--- src/rtl/edge_evt_pkg.sv ---
// Shared constants, FSM state type and width helper for the edge-event collector.
package edge_evt_pkg;

  localparam logic [1:0] EDGE_RISE = 2'b01;
  localparam logic [1:0] EDGE_FALL = 2'b10;
  localparam logic [1:0] EDGE_BOTH = 2'b11;

  typedef enum logic {PRIME, RUN} fsm_state_t;

  function automatic int unsigned cw_of(input int unsigned n);
    return (n <= 2) ? 1 : $clog2(n);
  endfunction

endpackage

--- src/rtl/edge_sync_det.sv ---
// Per-channel synchroniser, history flop and registered, mode/enable-qualified edge pulses.
module edge_sync_det
  import edge_evt_pkg::*;
#(
  parameter int unsigned SYNC_STAGES = 2,
  parameter logic [1:0]  EDGE_MODE   = EDGE_RISE
) (
  input  logic clk,
  input  logic rst_n,
  input  logic i_sig,
  input  logic i_en,
  output logic o_rise,
  output logic o_fall
);

  logic [SYNC_STAGES-1:0] r_sync;
  logic                   r_hist;
  logic                   r_rise;
  logic                   r_fall;
  logic                   w_sync;

  assign w_sync = r_sync[SYNC_STAGES-1];

  always_ff @(posedge clk or negedge rst_n) begin
    if (!rst_n) begin
      r_sync <= '0;
      r_hist <= 1'b0;
      r_rise <= 1'b0;
      r_fall <= 1'b0;
    end else begin
      r_sync <= {r_sync[SYNC_STAGES-2:0], i_sig};
      r_hist <= w_sync;
      r_rise <= i_en & EDGE_MODE[0] & w_sync & ~r_hist;
      r_fall <= i_en & EDGE_MODE[1] & ~w_sync & r_hist;
    end
  end

  assign o_rise = r_rise;
  assign o_fall = r_fall;

endmodule

--- src/rtl/edge_event_arbiter.sv ---
// Multi-channel edge-event collector: per-channel pending latches, round-robin
// arbitration and a one-deep valid/ready output slot.
module edge_event_arbiter
  import edge_evt_pkg::*;
#(
  parameter int unsigned CH          = 4,
  parameter int unsigned SYNC_STAGES = 2,
  parameter logic [1:0]  EDGE_MODE   = EDGE_RISE,
  localparam int unsigned CW         = cw_of(CH)
) (
  input  logic          clk,
  input  logic          rst_n,
  input  logic [CH-1:0] sig_in,
  input  logic [CH-1:0] ch_en,
  output logic          evt_valid,
  input  logic          evt_ready,
  output logic [CW-1:0] evt_ch,
  output logic          evt_pol,
  output logic [CH-1:0] overflow,
  input  logic          ovf_clr
);

  localparam int unsigned CNTW = $clog2(SYNC_STAGES + 2);

  fsm_state_t      r_state, w_next;
  logic [CNTW-1:0] r_cnt;
  logic            w_run;

  logic [CH-1:0]   w_rise, w_fall, w_grant, w_ovf_set;
  logic [CH-1:0]   r_pend, r_pol, r_ovf;
  logic [CW-1:0]   r_ptr, w_win;
  logic            w_found, w_load, w_take;
  logic            r_evt_valid, r_evt_pol;
  logic [CW-1:0]   r_evt_ch;

  always_ff @(posedge clk or negedge rst_n) begin
    if (!rst_n) begin
      r_state <= PRIME;
      r_cnt   <= CNTW'(SYNC_STAGES);
    end else begin
      r_state <= w_next;
      if (r_state == PRIME && r_cnt != '0) r_cnt <= r_cnt - CNTW'(1);
    end
  end

  always_comb begin
    w_next = r_state;
    if (r_state == PRIME && r_cnt == '0) w_next = RUN;
  end

  always_comb begin
    w_run = (r_state == RUN);
  end

  for (genvar g = 0; g < CH; g++) begin : g_ch
    edge_sync_det #(
      .SYNC_STAGES(SYNC_STAGES),
      .EDGE_MODE  (EDGE_MODE)
    ) u_det (
      .clk    (clk),
      .rst_n  (rst_n),
      .i_sig  (sig_in[g]),
      .i_en   (ch_en[g] & w_run),
      .o_rise (w_rise[g]),
      .o_fall (w_fall[g])
    );
  end

  // Round-robin search starting at the pointer, wrapping CH-1 -> 0.
  always_comb begin
    int unsigned idx;
    w_found = 1'b0;
    w_win   = '0;
    idx     = 0;
    for (int unsigned i = 0; i < CH; i++) begin
      idx = 32'(r_ptr) + i;
      if (idx >= CH) idx = idx - CH;
      if (!w_found && r_pend[idx]) begin
        w_found = 1'b1;
        w_win   = CW'(idx);
      end
    end
  end

  assign w_load = !r_evt_valid || evt_ready;
  assign w_take = w_load && w_found;

  always_comb begin
    w_grant   = '0;
    w_ovf_set = '0;
    for (int unsigned c = 0; c < CH; c++) begin
      w_grant[c]   = w_take && (32'(w_win) == c);
      w_ovf_set[c] = (w_rise[c] | w_fall[c]) & r_pend[c] & ~w_grant[c];
    end
  end

  // A grant and a new edge on the same cycle re-arm the pending bit with the new polarity.
  always_ff @(posedge clk or negedge rst_n) begin
    if (!rst_n) begin
      r_pend <= '0;
      r_pol  <= '0;
      r_ovf  <= '0;
    end else begin
      for (int unsigned c = 0; c < CH; c++) begin
        if (w_rise[c] || w_fall[c]) begin
          if (w_grant[c] || !r_pend[c]) begin
            r_pend[c] <= 1'b1;
            r_pol[c]  <= w_rise[c];
          end
        end else if (w_grant[c]) begin
          r_pend[c] <= 1'b0;
        end
      end
      r_ovf <= (ovf_clr ? '0 : r_ovf) | w_ovf_set;
    end
  end

  always_ff @(posedge clk or negedge rst_n) begin
    if (!rst_n) begin
      r_evt_valid <= 1'b0;
      r_evt_ch    <= '0;
      r_evt_pol   <= 1'b0;
      r_ptr       <= '0;
    end else if (w_load) begin
      r_evt_valid <= w_found;
      if (w_found) begin
        r_evt_ch  <= w_win;
        r_evt_pol <= r_pol[w_win];
        r_ptr     <= (w_win == CW'(CH - 1)) ? '0 : w_win + CW'(1);
      end
    end
  end

  assign evt_valid = r_evt_valid;
  assign evt_ch    = r_evt_ch;
  assign evt_pol   = r_evt_pol;
  assign overflow  = r_ovf;

endmodule

--- config.mk ---
export PLATFORM = sky130hd
export DESIGN_NAME = edge_event_arbiter
export DESIGN_NICKNAME = d
export VERILOG_FILES = /design/src/rtl/edge_evt_pkg.sv /design/src/rtl/edge_sync_det.sv /design/src/rtl/edge_event_arbiter.sv
export SDC_FILE = /design/constraint.sdc
export NUM_CORES = 1
export LEC_CHECK = 0
export ABC_AREA = 1
export CAP_MARGIN = 20
export CORE_UTILIZATION = 45
export CTS_BUF_LIST = sky130_fd_sc_hd__clkbuf_4 sky130_fd_sc_hd__clkbuf_8 sky130_fd_sc_hd__clkbuf_16
export DETAILED_ROUTE_END_ITERATION = 8
export GPL_TIMING_DRIVEN = 0
export PLACE_DENSITY = 0.76
export SLEW_MARGIN = 25
export SYNTH_ARGS = -nofsm -noshare
export SYNTH_HDL_FRONTEND = slang
export SYNTH_SLANG_ARGS = --single-unit
export TNS_END_PERCENT = 10
--- constraint.sdc ---
create_clock -name clk -period 1.7 [get_ports clk]
set_input_delay 0.51 -clock clk [delete_from_list [all_inputs] [get_ports clk]]
set_output_delay 0.51 -clock clk [all_outputs]
set_load 0.02 [all_outputs]
# Word-level counts from Yosys, hierarchy flattened
# Index checks and enable logic that the tools add are counted.
[totals]
register_bits = 37
inputBits = 12
[classes]
addsub = 9
magnitude_cmp = 9
eq_ne = 7
muxes = 36
n_bitwise = 30
reduce_logical = 39
[ops]
columns = ["cell", "count"]
rows = [
  ["$lt A32 B3 Y1 const B", 4],
  ["$mux W32", 4],
  ["$mux W1", 21],
  ["$and A1 B1 Y1", 20],
  ["$reduce_and A2 Y1", 9],
  ["$sub A3 B3 Y4 const B", 3],
  ["$bmux W1 S2", 5],
  ["$logic_and A1 B1 Y1", 10],
  ["$mux W2", 5],
  ["$reduce_bool A2 Y1", 5],
  ["$ge A3 B3 Y1 const B", 3],
  ["$not A1 Y1", 9],
  ["$logic_not A1 Y1", 8],
  ["$ne A2 B2 Y1 const B", 4],
  ["$add A2 B2 Y3 const B", 2],
  ["$logic_or A1 B1 Y1", 5],
  ["$eq A2 B2 Y1 const B", 2],
  ["$logic_not A2 Y1", 2],
  ["$mux W4", 1],
  ["$or A4 B4 Y4", 1],
  ["$sub A2 B3 Y4 const B", 1],
  ["$add A2 B1 Y3 const B", 1],
  ["$ge A2 B3 Y1 const B", 1],
  ["$lt A2 B3 Y1 const B", 1],
  ["other kinds (3)", 3],
]

# Depth between registers and ports, before layout
# Gate-level depths: netlist of run 1.
[depth]
ltp_word = 19
mapped_depth = 16
depth_no_buf = 15

# By module
# Synthesis of run 1 repeated with hierarchy kept, for this count alone.
[hier_totals]
hier_cells = 201
area_unflattened_um2 = 1893.1
[by_module_without_submodules]
columns = ["mod", "instances", "cells_per_inst", "area_per_inst_um2", "seq_area_each_um2"]
rows = [
  ["edge_event_arbiter", 1, 169, 1407.6, 526.8],
  ["edge_sync_det", 4, 8, 121.4, 100.1],
]

# Worst setup path after synthesis of run 1
# OpenSTA, ideal clock, no wires.
[synth_path]
path_type = "reg2reg"
from = "register r_ptr[0]"
to = "register r_pol[1]"
setup_time_ns = 0.115
arrival_time_ns = 1.654
t_required_ns = 1.585
slack_ns = -0.069
stages_incl_launch_ff = 15
cell_sequence = "dfrtp_1 buf_6 inv_8 nand2_2 nand3_1 nand2_2 nor2_8 nand3_4 nand3_4 inv_1 ha_1 nand2_4 nand2_4 nand2_2 nand2_2"
[synth_between]
elab_chain_len = 18
word_cells_on_any_way = 42
[synth_rtl]
columns = ["item", "line", "rtl"]
rows = [
  ["start: declaration", "edge_event_arbiter.sv:31", "logic [CW-1:0] r_ptr, w_win;"],
  ["start signal: assignment", "edge_event_arbiter.sv:129", "r_ptr <= (w_win == CW'(CH - 1)) ? '0 : w_win + CW'(1);"],
  ["parallel branches: the longest is 13 deep, another holds $sub A3 B3 Y4", "--", ""],
  ["$mux W2 *", "edge_event_arbiter.sv:78", "if (!w_found && r_pend[idx]) begin"],
  ["named net w_win[0]", "edge_event_arbiter.sv:31", ""],
  ["$eq A2 B1 Y1 *", "edge_event_arbiter.sv:92", "w_grant[c] = w_take && (32'(w_win) == c);"],
  ["$logic_and A1 B1 Y1 *", "edge_event_arbiter.sv:92", ""],
  ["$logic_or A1 B1 Y1 *", "edge_event_arbiter.sv:106", "if (w_grant[c] || !r_pend[c]) begin"],
  ["$reduce_and A2 Y1 (no line) *", "--", ""],
  ["end signal: indexed assignment", "edge_event_arbiter.sv:108", "r_pol[c] <= w_rise[c];"],
  ["end: declaration", "edge_event_arbiter.sv:30", "logic [CH-1:0] r_pend, r_pol, r_ovf;"],
]
# Mark *: on every way through the listed nets, which the timed path passes. The select of a mux whose other input is x is not followed.
# A chain may end at the register's enable or synchronous reset.

# Worst setup path in the final report of run 1
[layout_path]
from = "register r_ptr[0]"
to = "register r_pol[3]"
[layout_between]
elab_chain_len = 18
word_cells_on_any_way = 42
[layout_rtl]
columns = ["item", "line"]
rows = [
  ["parallel branches: the longest is 13 deep, another holds $sub A3 B3 Y4", "--"],
  ["$mux W2 *", "edge_event_arbiter.sv:78"],
  ["named net w_win[1]", "edge_event_arbiter.sv:31"],
  ["$eq A2 B2 Y1 *", "edge_event_arbiter.sv:92"],
  ["$logic_and A1 B1 Y1 *", "edge_event_arbiter.sv:92"],
  ["$logic_or A1 B1 Y1 *", "edge_event_arbiter.sv:106"],
  ["$reduce_and A2 Y1 (no line) *", "--"],
]
# Marked as above.

==> results of run 1 <==
[power by group]
part | total, mW | internal (mW) | switching, mW
Clock | 0.647 | 0.362 | 0.285
Sequential | 1.21 | 1.06 | 0.146
Combinational | 3.32 | 1.34 | 1.98
Total | 5.17 | 2.76 | 2.41
[worst max path at each step]
| stage | from | endpoint | slack (ns) | depth (start not counted) |
|---|---|---|---|---|
| after CTS | r_ptr[0] | r_pol[2] | -0.11 | 16 |
| after floorplan | r_ptr[0] | r_pol[3] | -0.01 | 16 |
| after detailed placement | r_ptr[0] | r_pol[1] | -0.16 | 14 |
| after global placement | rst_n | r_ptr[0] | -0.66 | 1 |
| after global routing | r_ptr[0] | r_pol[3] | -0.23 | 16 |
| final | r_ptr[0] | r_pol[3] | -0.11 | 16 |
[layout by cell type, fill, tap and decap left out, types with 2 or more instances in the layout]
cell type,n
buf_2,2
buf_4,6
buf_6,2
clkbuf_4,2
clkbuf_8,6
clkdlybuf4s50_1,10
dfrtp_1,35
dlygate4sd2_1,8
ha_2,4
inv_1,21
inv_2,4
inv_4,2
inv_8,2
nand2_1,38
nand2_2,18
nand2_4,15
nand3_1,6
nand3_2,6
nand3_4,4
nand4_1,2
nor2_1,6
o21ai_0,3
o21ai_1,3
o22ai_2,4
[registers in the layout, indices dropped and copies added (netlist names)]
register	cells
r_pol	4
g_ch.u_det.r_sync	8
evt_ch	2
evt_pol	1
evt_valid	1
r_state	1
r_ptr	2
g_ch.u_det.o_rise	4
r_pend	4
r_cnt	2
overflow	4
g_ch.u_det.r_hist	4
[cell type report]
| class | count | share of cell area |
|---|---|---|
| Tap cell | 48 | 0.0258 |
| Inverter | 29 | 0.0565 |
| Buffer | 1 | 0.00484 |
| Sequential cell | 37 | 0.399 |
| Clock buffer | 8 | 0.0420 |
| Timing Repair inverter | 1 | 0.00269 |
| Multi-Input combinational cell | 114 | 0.356 |
| Timing Repair Buffer | 28 | 0.114 |
[worst max-delay path: stages, from the launching register on]
cell and delay [ns]:
dfrtp_1 0.40, buf_6 0.15, inv_8 0.08, nand2_2 0.06, nand2_4 0.11, nand2_4 0.06, nand2_4 0.08, nor2_8 0.05
nand2_2 0.06, nand3_2 0.09, nand2_4 0.11, clkinv_4 0.07, ha_2 0.18, nand2_4 0.07, nand2_4 0.05, nand2_2 0.05
nand2_1 0.04
[layer usage]
metal,track usage,up-vias
met3,0.0330,3
met4,0.0734,0
li1,-,632
met2,0.314,21
met5,0,-
met1,0.196,620
[logic make-up (layout without fill, tap and decap cells)]
group                      after synthesis  after routing  share of synthesized area
and+or+nand+nor                         98             98                      0.323
DFF                                     37             37                      0.517
buffers and inverters                   30             67                     0.0747
AOI/OAI and AO/OA                       10             10                     0.0447
adders and majority gates                5              5                     0.0349
xor gates and xnor gates                 1              1                    0.00489
[through the flow]
| step | hold WS (ns) | cell area, um^2 |
|---|---|---|
| after CTS | 0.178 | 2300 |
| after global routing | 0.196 | 2330 |
| final | 0.168 | 2330 |
| after global placement | 0.337 | 2070 |
| after detailed placement | 0.339 | 2090 |
| after floorplan | 0.214 | 1820 |
[cell usage after synthesis, drive strengths merged]
library cell	number	area, um^2
dfrtp	36	901
clkinv	1	5.00
nand2	72	393
nand4	2	12.5
xor2	1	8.76
nand3	16	125
nor2	8	48.8
o22ai	4	50.1
o21ai	6	30.0
ha	5	62.6
inv	28	118
dfstp	1	26.3
buf	1	11.3
[what timing repair did]
item,CTS,global route
setup endpoints to repair,21,16
resized for setup,28,7
setup buffers,6,1
cloned,2,0
hold endpoints to repair,0,0
pin swaps,8,4
==> impl_metrics.py, run 1 <==
metrics = {
    "detailed_routing": {
        "wl_met1_um": 1220,
        "vias": 1276,
        "drt-total-wl_um": 3070,
        "drtIter0Drc": 55,
        "wl_met2_um": 1710,
        "drc_errors": 0,
        "firstDrtPassIters": 4,
        "ant_nets": 0,
        "wire_per_inst_um": 11.5,
        "topRoutingLayerUsed": "met4",
        "route.met3.wl_um": 101,
        "post_drt_via_cell_ratio": 4.80,
    },
    "place": {
        "post-place-cells": 249,
        "numPortBuffers": 19,
        "globalplace.congestion": 0.800,
        "hpwl_um": 2180,
        "place_ws_ns": -0.164,
    },
    "setup_path": {
        "worstPathRequired_ns": 1.88,
        "end_kind": "register",
        "r2r_slack_ns": -0.11,
        "r2r_cells": 16,
        "worstSetupPathType": "register to register",
        "path_max_fanout": 6,
        "critPathLaunchType": "register",
        "timing.rr.start": "r_ptr[0]",
        "worstPathArrival_ns": 1.99,
        "r2r-end": "r_pol[3]",
    },
    "clocking": {
        "clkTransAtPathRegs_ns": 0.07,
        "clock_sinks": 37,
        "cts_max_path_buffers": 2,
        "cts-root-buf": "clkbuf_8",
        "tritoncts.num_buffers": 5,
        "postCtsHoldBufs": 0,
        "htreeDepth": 2,
        "clock_latency_ns": 0.28,
        "cts_tree": "built",
    },
    "global_route": {
        "antenna_found_initial": 0,
        "grt.total_usage": 0.172,
        "grt.overflow.total": 0,
        "grt_first_pass_wirelength_um": 5420,
        "grt_max_degree": 21,
        "grt_pass1_vias": 1271,
    },
    "sta": {
        "max_freq_mhz": 553,
        "setup_viol": 14,
        "slew_violations": 0,
        "maxSlewHeadroom": 0.695,
        "final_hold_viol_count": 0,
        "fin_worst_skew_ns": 0.00613,
        "worst_slack_ns": -0.110,
        "fin_crit_sh": 1.06,
        "rsz0062_at_grt": "yes",
        "worst_pin_slew_ns": 0.457,
        "period_minus_slack_ns": 1.81,
        "totalNegativeSetupSlack_ns": -0.993,
    },
    "status": {
        "violations": "setup timing",
        "outcome": "complete, but fails checks",
    },
    "finish": {
        "drive_gt1_frac": 0.385,
        "nets": 234,
        "final_cells": 266,
        "finish.utilization": 0.621,
        "antenna_cells": 0,
        "nFillCells": 339,
        "syn2layout_area_growth_pct": 29.8,
        "seqCellArea_um2": 928,
        "multi_input_area_um2": 827,
    },
    "pwr": {
        "p_per_area_mw_per_mm2": 2220,
        "p_leak_nw": 1.15,
        "irDropWorstVdd_mv": 0.804,
        "power_mw": 5.17,
    },
    "logic_synthesis": {
        "avgSynthCellArea_um2": 9.90,
        "synthesis.area_mm2": 0.00179,
        "yosysSeqAreaShare": 0.517,
        "synthCells": 181,
        "synthesis.nets": 198,
        "synth-seq-cells": 37,
        "synth_cell_type_count": 22,
        "yosys_warnings": 0,
    },
    "die": {
        "dieHeight_um": 65.1,
        "core-area_mm2": 0.00374,
        "pin_count": 20,
        "die_area_mm2": 0.00424,
        "num_rows": 22,
        "die_x_um": 65.1,
        "initial_core_util": 0.479,
    },
    "worst_hold_path": {
        "hp-class": "input port to async pin",
    },
    "flow_run": {
        "maxCapViolations": 0,
    },
}
No activity file was read; power rests on OpenSTA's default activity.
==> run 2: changes to the inputs <==
CORE_UTILIZATION = 41   (was 45)
PLACE_DENSITY = 0.71   (was 0.76)
==> impl_metrics.py, run 2 (synthesized netlist as in run 1, its figures left out) <==
metrics = {
    "setup_path": {
        "end_kind": "register",
        "crit_slowest_cell": "dfrtp_1",
        "path_max_fanout": 6,
        "timing.rr.start": "r_ptr[0]",
        "cpPeakStageDelay_ns": 0.39,
        "endpoint": "r_pol[0]",
        "critPathLaunchType": "register",
        "worstPathArrival_ns": 1.98,
        "r2r-end": "r_pol[0]",
        "worstPathRequired_ns": 1.87,
        "r2r_cells": 14,
        "r2r_slack_ns": -0.11,
        "critPathLaunch": "r_ptr[0]",
        "worstSetupPathType": "register to register",
        "path_cells": "buf_6 -> inv_8 -> nand2_2 -> nand3_2 -> nand2_4 -> nor2_8 -> nand3_2 -> nand3_2 -> nand2_4 -> ha_2 -> nand2_4 -> nand2_4 -> nand2_2 -> nand2_1",
        "cpMostUsedCell": "nand2_4",
    },
    "global_route": {
        "grt_max_degree": 21,
        "grt_pass1_vias": 1212,
        "grt_first_pass_wirelength_um": 5300,
        "grt.total_usage": 0.160,
        "grt.overflow.total": 0,
        "antenna_found_initial": 0,
    },
    "sta": {
        "rsz0062_at_grt": "yes",
        "worst_slack_ns": -0.109,
        "fin_worst_skew_ns": 0.00674,
        "worst_pin_slew_ns": 0.437,
        "fin_crit_sh": 1.06,
        "slew_violations": 0,
        "max_freq_mhz": 553,
        "final_hold_viol_count": 0,
        "period_minus_slack_ns": 1.81,
        "setup_viol": 14,
        "maxSlewHeadroom": 0.708,
    },
    "finish": {
        "final_cells": 269,
        "seqCellArea_um2": 928,
        "multi_input_area_um2": 865,
        "nets": 235,
        "drive_gt1_frac": 0.411,
        "largest_register_ffs": 8,
        "final_cell_mix": "dfrtp_1 (35), nand2_1 (33), nand2_2 (24)",
        "regMostFlops": "g_ch.u_det.r_sync",
        "antenna_cells": 0,
        "final_area_mm2": 0.00239,
        "syn2layout_area_growth_pct": 33.6,
        "nFillCells": 365,
        "final_common_cell": "dfrtp_1",
    },
    "place": {
        "place_ws_ns": -0.158,
        "post-place-cells": 251,
        "globalplace.congestion": 0.772,
        "hpwl_um": 2180,
        "numPortBuffers": 19,
        "place_area_mm2": 0.00209,
    },
    "clocking": {
        "cts-root-buf": "clkbuf_8",
        "clkTransAtPathRegs_ns": 0.08,
        "clock_latency_ns": 0.29,
        "htreeDepth": 2,
        "clock_sinks": 37,
        "cts_max_path_buffers": 2,
        "cts_tree": "built",
        "tritoncts.num_buffers": 5,
    },
    "status": {
        "outcome": "complete, but fails checks",
        "violations": "setup timing",
    },
    "flow_run": {
        "maxCapViolations": 0,
    },
    "die": {
        "initial_core_util": 0.438,
        "pin_count": 20,
        "die_x_um": 68.1,
        "dieHeight_um": 68.1,
        "die_area_mm2": 0.00464,
        "num_rows": 23,
        "core-area_mm2": 0.00409,
    },
    "detailed_routing": {
        "ant_nets": 0,
        "vias": 1239,
        "drc_errors": 0,
        "firstDrtPassIters": 4,
        "drtIter0Drc": 67,
        "drt-total-wl_um": 3080,
        "post_drt_via_cell_ratio": 4.61,
        "wire_per_inst_um": 11.4,
    },
    "worst_hold_path": {
        "hp-class": "input port to async pin",
    },
}
-- run 2: layout make-up --
class	count	area share
flip-flops and latches	37	0.388
plain buffers	1	0.00470
repair buffers	29	0.113
clock inverters	2	0.0162
inverters	29	0.0559
multi-input cells	114	0.361
well taps	50	0.0261
repair inverters	1	0.00261
clock buffers	6	0.0319
-- run 2: metrics by stage --
step / utilization / TNS, ns / hold WS [ns]
final: 0.586 / -1.03 / 0.155
after CTS: 0.565 / -1.05 / 0.159
after global routing: 0.586 / -2.48 / 0.183
after floorplan: - / -0.0194 / 0.214
after global placement: 0.506 / -25.71 / 0.334
after detailed placement: 0.512 / -1.47 / 0.339
-- run 2: what timing repair did --
item,in CTS,in global routing
buffers inserted,6,2
gates cloned,2,0
hold buffers,0,0
setup endpoints to repair,21,16
pin swaps,8,18
resized for setup,21,21
-- run 2: worst min path at each step --
| stage | endpoint | start | slack [ns] | cells after the start |
|---|---|---|---|---|
| 2_1_floorplan | evt_ch[0] | rst_n | 0.21 | 0 |
| 3_3_place_gp | g_ch[0].u_det.r_sync[1] | g_ch[0].u_det.r_sync[0] | 0.33 | 0 |
| 3_5_place_dp | g_ch[1].u_det.r_sync[1] | g_ch[1].u_det.r_sync[0] | 0.34 | 0 |
| 4_1_cts | g_ch[3].u_det.o_rise | rst_n | 0.16 | 1 |
| 5_1_grt | g_ch[0].u_det.r_sync[0] | rst_n | 0.18 | 1 |
| 6_report | g_ch[0].u_det.r_sync[0] | rst_n | 0.15 | 1 |
-- run 2: worst max-delay path: cells and delay by family, from the launching register on --
family / cells / cell delay [ns]
DFF: 1 / 0.39
and+or+nand+nor: 11 / 0.87
buffers and inverters: 2 / 0.22
adders and majority gates: 1 / 0.20
-- run 2: metal layers --
metal	routed length, um	vias up	GRT usage
met2	1570	19	0.263
met5	0	-	0
met1	1370	585	0.195
met4	46	0	0.0703
li1	-	630	-
met3	93	5	0.0450
Power of run 2 is not shown: default switching activity piles up to over one toggle a cycle in this logic, so the estimate is an artifact.
